**src/rtl/hazard_pkg.sv**
```systemverilog
// Shared encodings for the pipeline hazard controller and its mul/div sequencer.
package hazard_pkg;

    localparam logic [1:0] FWD_RF  = 2'b00;
    localparam logic [1:0] FWD_WB  = 2'b01;
    localparam logic [1:0] FWD_MEM = 2'b10;

    localparam logic [4:0] REG_ZERO = 5'd0;

    typedef enum logic [1:0] {
        MD_IDLE = 2'b00,
        MD_BUSY = 2'b01
    } md_state_t;

    // EX operand select: MEM stage result wins over WB when both match.
    function automatic logic [1:0] fwd_sel(input logic [4:0] src,
                                           input logic [4:0] wreg_m,
                                           input logic       wen_m,
                                           input logic [4:0] wreg_w,
                                           input logic       wen_w);
        logic [1:0] sel;
        sel = FWD_RF;
        if (wen_m && (wreg_m != REG_ZERO) && (wreg_m == src))
            sel = FWD_MEM;
        else if (wen_w && (wreg_w != REG_ZERO) && (wreg_w == src))
            sel = FWD_WB;
        return sel;
    endfunction

endpackage

```
**src/rtl/hazard_ctrl_muldiv_seq.sv**
```systemverilog
// Mul/div sequencer: holds BUSY for MD_LATENCY-1 cycles after the start
// cycle, then emits a registered one-cycle done pulse in the first IDLE cycle.
//
//  state   | meaning
//  --------+-----------------------------------------------
//  MD_IDLE | unit free; a start loads the countdown
//  MD_BUSY | iterative unit running; counts down to 1
module muldiv_seq
    import hazard_pkg::*;
#(
    parameter int MD_LATENCY = 32,
    parameter int CNT_W      = 8
) (
    input  logic clk,
    input  logic rst_n,
    input  logic start,
    output logic busy,
    output logic done
);

    md_state_t        state_q, state_d;
    logic [CNT_W-1:0] cnt_q, cnt_d;
    logic             done_q, done_d;

    // State, countdown and done-pulse registers.
    always_ff @(posedge clk or negedge rst_n) begin
        if (!rst_n) begin
            state_q <= MD_IDLE;
            cnt_q   <= '0;
            done_q  <= 1'b0;
        end else begin
            state_q <= state_d;
            cnt_q   <= cnt_d;
            done_q  <= done_d;
        end
    end

    // Next state: a start while BUSY is ignored; the count leaves BUSY at 1,
    // so it never decrements past zero.
    always_comb begin
        state_d = state_q;
        cnt_d   = cnt_q;
        done_d  = 1'b0;
        unique case (state_q)
            MD_IDLE: begin
                if (start) begin
                    state_d = MD_BUSY;
                    cnt_d   = CNT_W'(MD_LATENCY - 1);
                end
            end
            MD_BUSY: begin
                cnt_d = cnt_q - CNT_W'(1);
                if (cnt_q == CNT_W'(1)) begin
                    state_d = MD_IDLE;
                    done_d  = 1'b1;
                end
            end
            default: begin
                state_d = MD_IDLE;
                cnt_d   = '0;
            end
        endcase
    end

    // Outputs decoded from registered state only.
    always_comb begin
        busy = (state_q == MD_BUSY);
        done = done_q;
    end

endmodule

```
**src/rtl/hazard_ctrl.sv**
```systemverilog
// Hazard and sequencing controller for the 5-stage core: forwarding selects,
// load-use / branch-compare stalls, branch flush, and mul/div front-end freeze.
module hazard_ctrl
    import hazard_pkg::*;
#(
    parameter int MD_LATENCY = 32,
    parameter int CNT_W      = 8
) (
    input  logic       clk,
    input  logic       rst_n,
    input  logic [4:0] RsD,
    input  logic [4:0] RtD,
    input  logic [4:0] RsE,
    input  logic [4:0] RtE,
    input  logic [4:0] WriteRegE,
    input  logic [4:0] WriteRegM,
    input  logic [4:0] WriteRegW,
    input  logic       RegWriteE,
    input  logic       RegWriteM,
    input  logic       RegWriteW,
    input  logic       MemtoRegE,
    input  logic       MemtoRegM,
    input  logic       BranchD,
    input  logic       PCSrcD,
    input  logic       MulDivStartE,
    output logic       StallF,
    output logic       StallD,
    output logic       StallE,
    output logic       FlushD,
    output logic       FlushE,
    output logic       FlushM,
    output logic       ForwardAD,
    output logic       ForwardBD,
    output logic [1:0] ForwardAE,
    output logic [1:0] ForwardBE,
    output logic       MulDivBusy,
    output logic       MulDivDoneE
);

    logic md_busy;
    logic md_done;
    logic lwstall;
    logic brstall;
    logic hzstall;
    logic brdep_e;
    logic brdep_m;

    muldiv_seq #(
        .MD_LATENCY(MD_LATENCY),
        .CNT_W     (CNT_W)
    ) u_muldiv_seq (
        .clk  (clk),
        .rst_n(rst_n),
        .start(MulDivStartE),
        .busy (md_busy),
        .done (md_done)
    );

    // Stall detection; register 0 is never a real dependency for branches.
    always_comb begin
        lwstall = MemtoRegE && ((RtE == RsD) || (RtE == RtD));
        brdep_e = RegWriteE && (WriteRegE != REG_ZERO) &&
                  ((WriteRegE == RsD) || (WriteRegE == RtD));
        brdep_m = MemtoRegM && (WriteRegM != REG_ZERO) &&
                  ((WriteRegM == RsD) || (WriteRegM == RtD));
        brstall = BranchD && (brdep_e || brdep_m);
        hzstall = lwstall || brstall;
    end

    // Output decode; everything is held at zero while reset is asserted.
    // A running mul/div freezes IF/ID/EX and suppresses branch/ID_EX flushes.
    always_comb begin
        StallF      = 1'b0;
        StallD      = 1'b0;
        StallE      = 1'b0;
        FlushD      = 1'b0;
        FlushE      = 1'b0;
        FlushM      = 1'b0;
        ForwardAD   = 1'b0;
        ForwardBD   = 1'b0;
        ForwardAE   = FWD_RF;
        ForwardBE   = FWD_RF;
        MulDivBusy  = 1'b0;
        MulDivDoneE = 1'b0;
        if (rst_n) begin
            ForwardAE   = fwd_sel(RsE, WriteRegM, RegWriteM, WriteRegW, RegWriteW);
            ForwardBE   = fwd_sel(RtE, WriteRegM, RegWriteM, WriteRegW, RegWriteW);
            ForwardAD   = RegWriteM && (RsD != REG_ZERO) && (RsD == WriteRegM);
            ForwardBD   = RegWriteM && (RtD != REG_ZERO) && (RtD == WriteRegM);
            StallF      = hzstall || md_busy;
            StallD      = hzstall || md_busy;
            StallE      = md_busy;
            FlushM      = md_busy;
            FlushE      = hzstall && !md_busy;
            FlushD      = PCSrcD && !(hzstall || md_busy);
            MulDivBusy  = md_busy;
            MulDivDoneE = md_done;
        end
    end

endmodule

```
**config.mk**
```make
export PLATFORM = sky130hd
export DESIGN_NAME = hazard_ctrl
export DESIGN_NICKNAME = d
export VERILOG_FILES = /design/src/rtl/hazard_pkg.sv /design/src/rtl/hazard_ctrl_muldiv_seq.sv /design/src/rtl/hazard_ctrl.sv
export SDC_FILE = /design/constraint.sdc
export NUM_CORES = 1
export LEC_CHECK = 0
export ABC_AREA = 1
export BUFFER_PORTS_ARGS = -buffer_cell sky130_fd_sc_hd__buf_2
export CAP_MARGIN = 20
export CORE_MARGIN = 4
export CORE_UTILIZATION = 52
export CTS_CLUSTER_DIAMETER = 30
export DETAILED_ROUTE_END_ITERATION = 10
export PLACE_DENSITY = 0.89
export SYNTH_ARGS = -nofsm -noshare
export SYNTH_HDL_FRONTEND = slang
export SYNTH_SLANG_ARGS = --single-unit
```
**constraint.sdc**
```tcl
create_clock -name clk -period 3.86 [get_ports clk]
set_clock_uncertainty 0.1 [all_clocks]
set_input_delay 0.772 -clock clk [delete_from_list [all_inputs] [get_ports clk]]
set_output_delay 0.772 -clock clk [all_outputs]
set_load 0.01 [all_outputs]
```
==> metrics <==
status completed; Post-Syn Area 1390 µm²; placement-stage cell area 1680 µm²; Area Overhead vs Synth 23.5%; Mapped Avg Cell Area 5.69 µm²; Power Density 316 nW/µm²; final worst slack 1.10 ns; GP Congestion 0.840; commonest cells after routing, fill and taps aside 75 x nand2_1, 58 x buf_2, 37 x inv_1; ant diodes 0; Max Freq 363 MHz; Pins Over Slew Limit 0; CTS tree done; Die Area 3560 µm²; worst-margin pin slew 0.384 ns; num rows 18; worst skew pair latency 0.27 ns; Ports 59; CTS Buf Count 3; total gr overflow 0; Starting Density 0.555; Core Box Area 2500 µm²; DR vias 1662; Final setup viols 0; global-route wire length before repair 6000 µm; port buffer count 58; Root Driver clkbuf_4; Die Height 59.7 µm; Syn. warnings 0; DRC 0; Hold Buf Count CTS 0; H-tree depth 1; vias in the first global route 1484; part of the cycle the worst path needs 0.714; WP data arrival 1.89 ns; Detailed Route Iter0 Violations 60; Avg WL per Cell 11.3 µm; Antenna Nets Post-Route 0; Final Hold Fails 0; largest net degree at the start of global routing 19; RSZ-0062 raised after global routing false; syn nets 291; synthesized flop and latch total 10; Slew HR 0.741; worst-path maximum fanout 6; nets 348; DR vias/cell 5.04; crit path launch type input port; Post-DP HPWL 3120 µm; drt total wl 3720 µm; PostCTS Resize Cnt 0; Seq/Total Area, Yosys 0.180; GRT Total Usage 0.216; peak supply drop 432 µV; leakage power total 1.05 nW; Sink Count 10; # fillers 247; Setup Total Neg Slack 0 ns; MaxCap Viol Count 0; Die Wd 59.7 µm; WP data required 2.99 ns; post-route cell area 1710 µm²; Hold Crit Class input port to async pin; clock slew at reported path FFs 0.07 ns; post-layout min period 2.76 ns; most common cell after layout, fill and taps aside nand2_1; post-CTS setup buffers 0; Max Root-Sink Buffers 2; pre-CTS setup slack 1.10 ns; crit end category output port; WS Path Type input port to output port; synthesized netlist cell count 244; drt pass-1 iters 4; antenna violations before repair 0; layout cells sized above 1 0.243; Cell variety after synth 27
==> worst max-delay path: stages <==
cell and delay, ns:
buf_2 0.15, inv_2 0.06, nand2_1 0.05, o21ai_1 0.06, nor2_1 0.11, nand3_1 0.11
nand2_1 0.08, nand2_1 0.05, nand2_1 0.07, nand2_2 0.06, nand2_2 0.06, nand2_1 0.05
nand2_1 0.07, buf_2 0.13
==> Yosys cell counts <==
cell	instances	area, µm²
nor2_1	25	93.8
o22ai_1	2	12.5
or2_2	2	12.5
nor4_1	2	12.5
a22oi_1	1	7.51
xor2_1	14	123
o41ai_1	1	8.76
nand4_1	3	18.8
inv_1	37	139
ha_1	2	25.0
or2_0	1	6.26
inv_2	6	22.5
nand2_1	75	282
nand3_1	16	80.1
a311oi_1	2	17.5
buf_4	3	22.5
nand2_2	3	18.8
clkbuf_2	1	5.00
o21ai_1	1	5.00
a21oi_1	6	30.0
xnor2_1	9	78.8
and2_1	1	6.26
nor3_1	7	35.0
buf_2	2	10.0
o21ai_0	10	50.1
dfrtp_1	10	250
o211ai_1	2	15.0
==> final cells by class <==
cell class              count  area, µm²  share of cell area
flip-flops and latches     10        250               0.146
clock buffers               4       36.3              0.0212
inverters                  43        161              0.0942
repair buffers             58        290               0.169
well taps                  30       37.5              0.0219
multi-input cells         185        938               0.547
==> stage by stage <==
step | util | instances | hold WS [ns] | power [mW]
floorplan | - | 244 | 0.375 | 0.359
global placement | 0.671 | 326 | 0.398 | 0.431
detailed placement | 0.671 | 326 | 0.413 | 0.445
CTS | 0.686 | 330 | 0.300 | 0.541
global route | 0.686 | 330 | 0.313 | 0.597
finish | 0.686 | 330 | 0.294 | 0.542
==> power by group <==
| group | total, mW | internal [mW] | switching (mW) |
|---|---|---|---|
| logic | 0.258 | 0.106 | 0.152 |
| registers | 0.188 | 0.152 | 0.0360 |
| clock network | 0.0958 | 0.0574 | 0.0384 |
==> flip-flops by register name (all words and copies together) (netlist names) <==
name / flops
u_muldiv_seq.state_q: 1
u_muldiv_seq.cnt_q: 8
u_muldiv_seq.done: 1
==> routing by layer <==
layer,up-vias,track usage,share of wire
li1,870,-,-
met1,733,0.270,0.43
met2,54,0.377,0.48
met3,5,0.0410,0.076
met4,0,0.0601,0.0097
met5,-,0,0
==> cell families (layout without fill, tap and decap cells) <==
group | after synthesis | count (layout) | synth area share
xor+xnor | 23 | 23 | 0.145
simple gates | 135 | 135 | 0.408
fa+ha+maj | 2 | 2 | 0.0180
compound gates | 25 | 25 | 0.106
buf+inv | 49 | 105 | 0.143
flops | 10 | 10 | 0.180
==> path summary, 6_finish.rpt <==
path	endpoint	start	cells after the start	slack, ns
hold / removal	u_muldiv_seq.cnt_q[5]	rst_n	1	0.29
min in group clk	u_muldiv_seq.cnt_q[0]	u_muldiv_seq.cnt_q[0]	1	0.43
max in group asynchronous	u_muldiv_seq.state_q[0]	rst_n	1	3.12
hold reg to reg	u_muldiv_seq.cnt_q[0]	u_muldiv_seq.cnt_q[0]	1	0.43
setup reg to reg	u_muldiv_seq.cnt_q[7]	u_muldiv_seq.cnt_q[2]	6	2.49
setup / recovery	StallF	WriteRegM[0]	14	1.10
No activity file was read; power rests on OpenSTA's default activity.
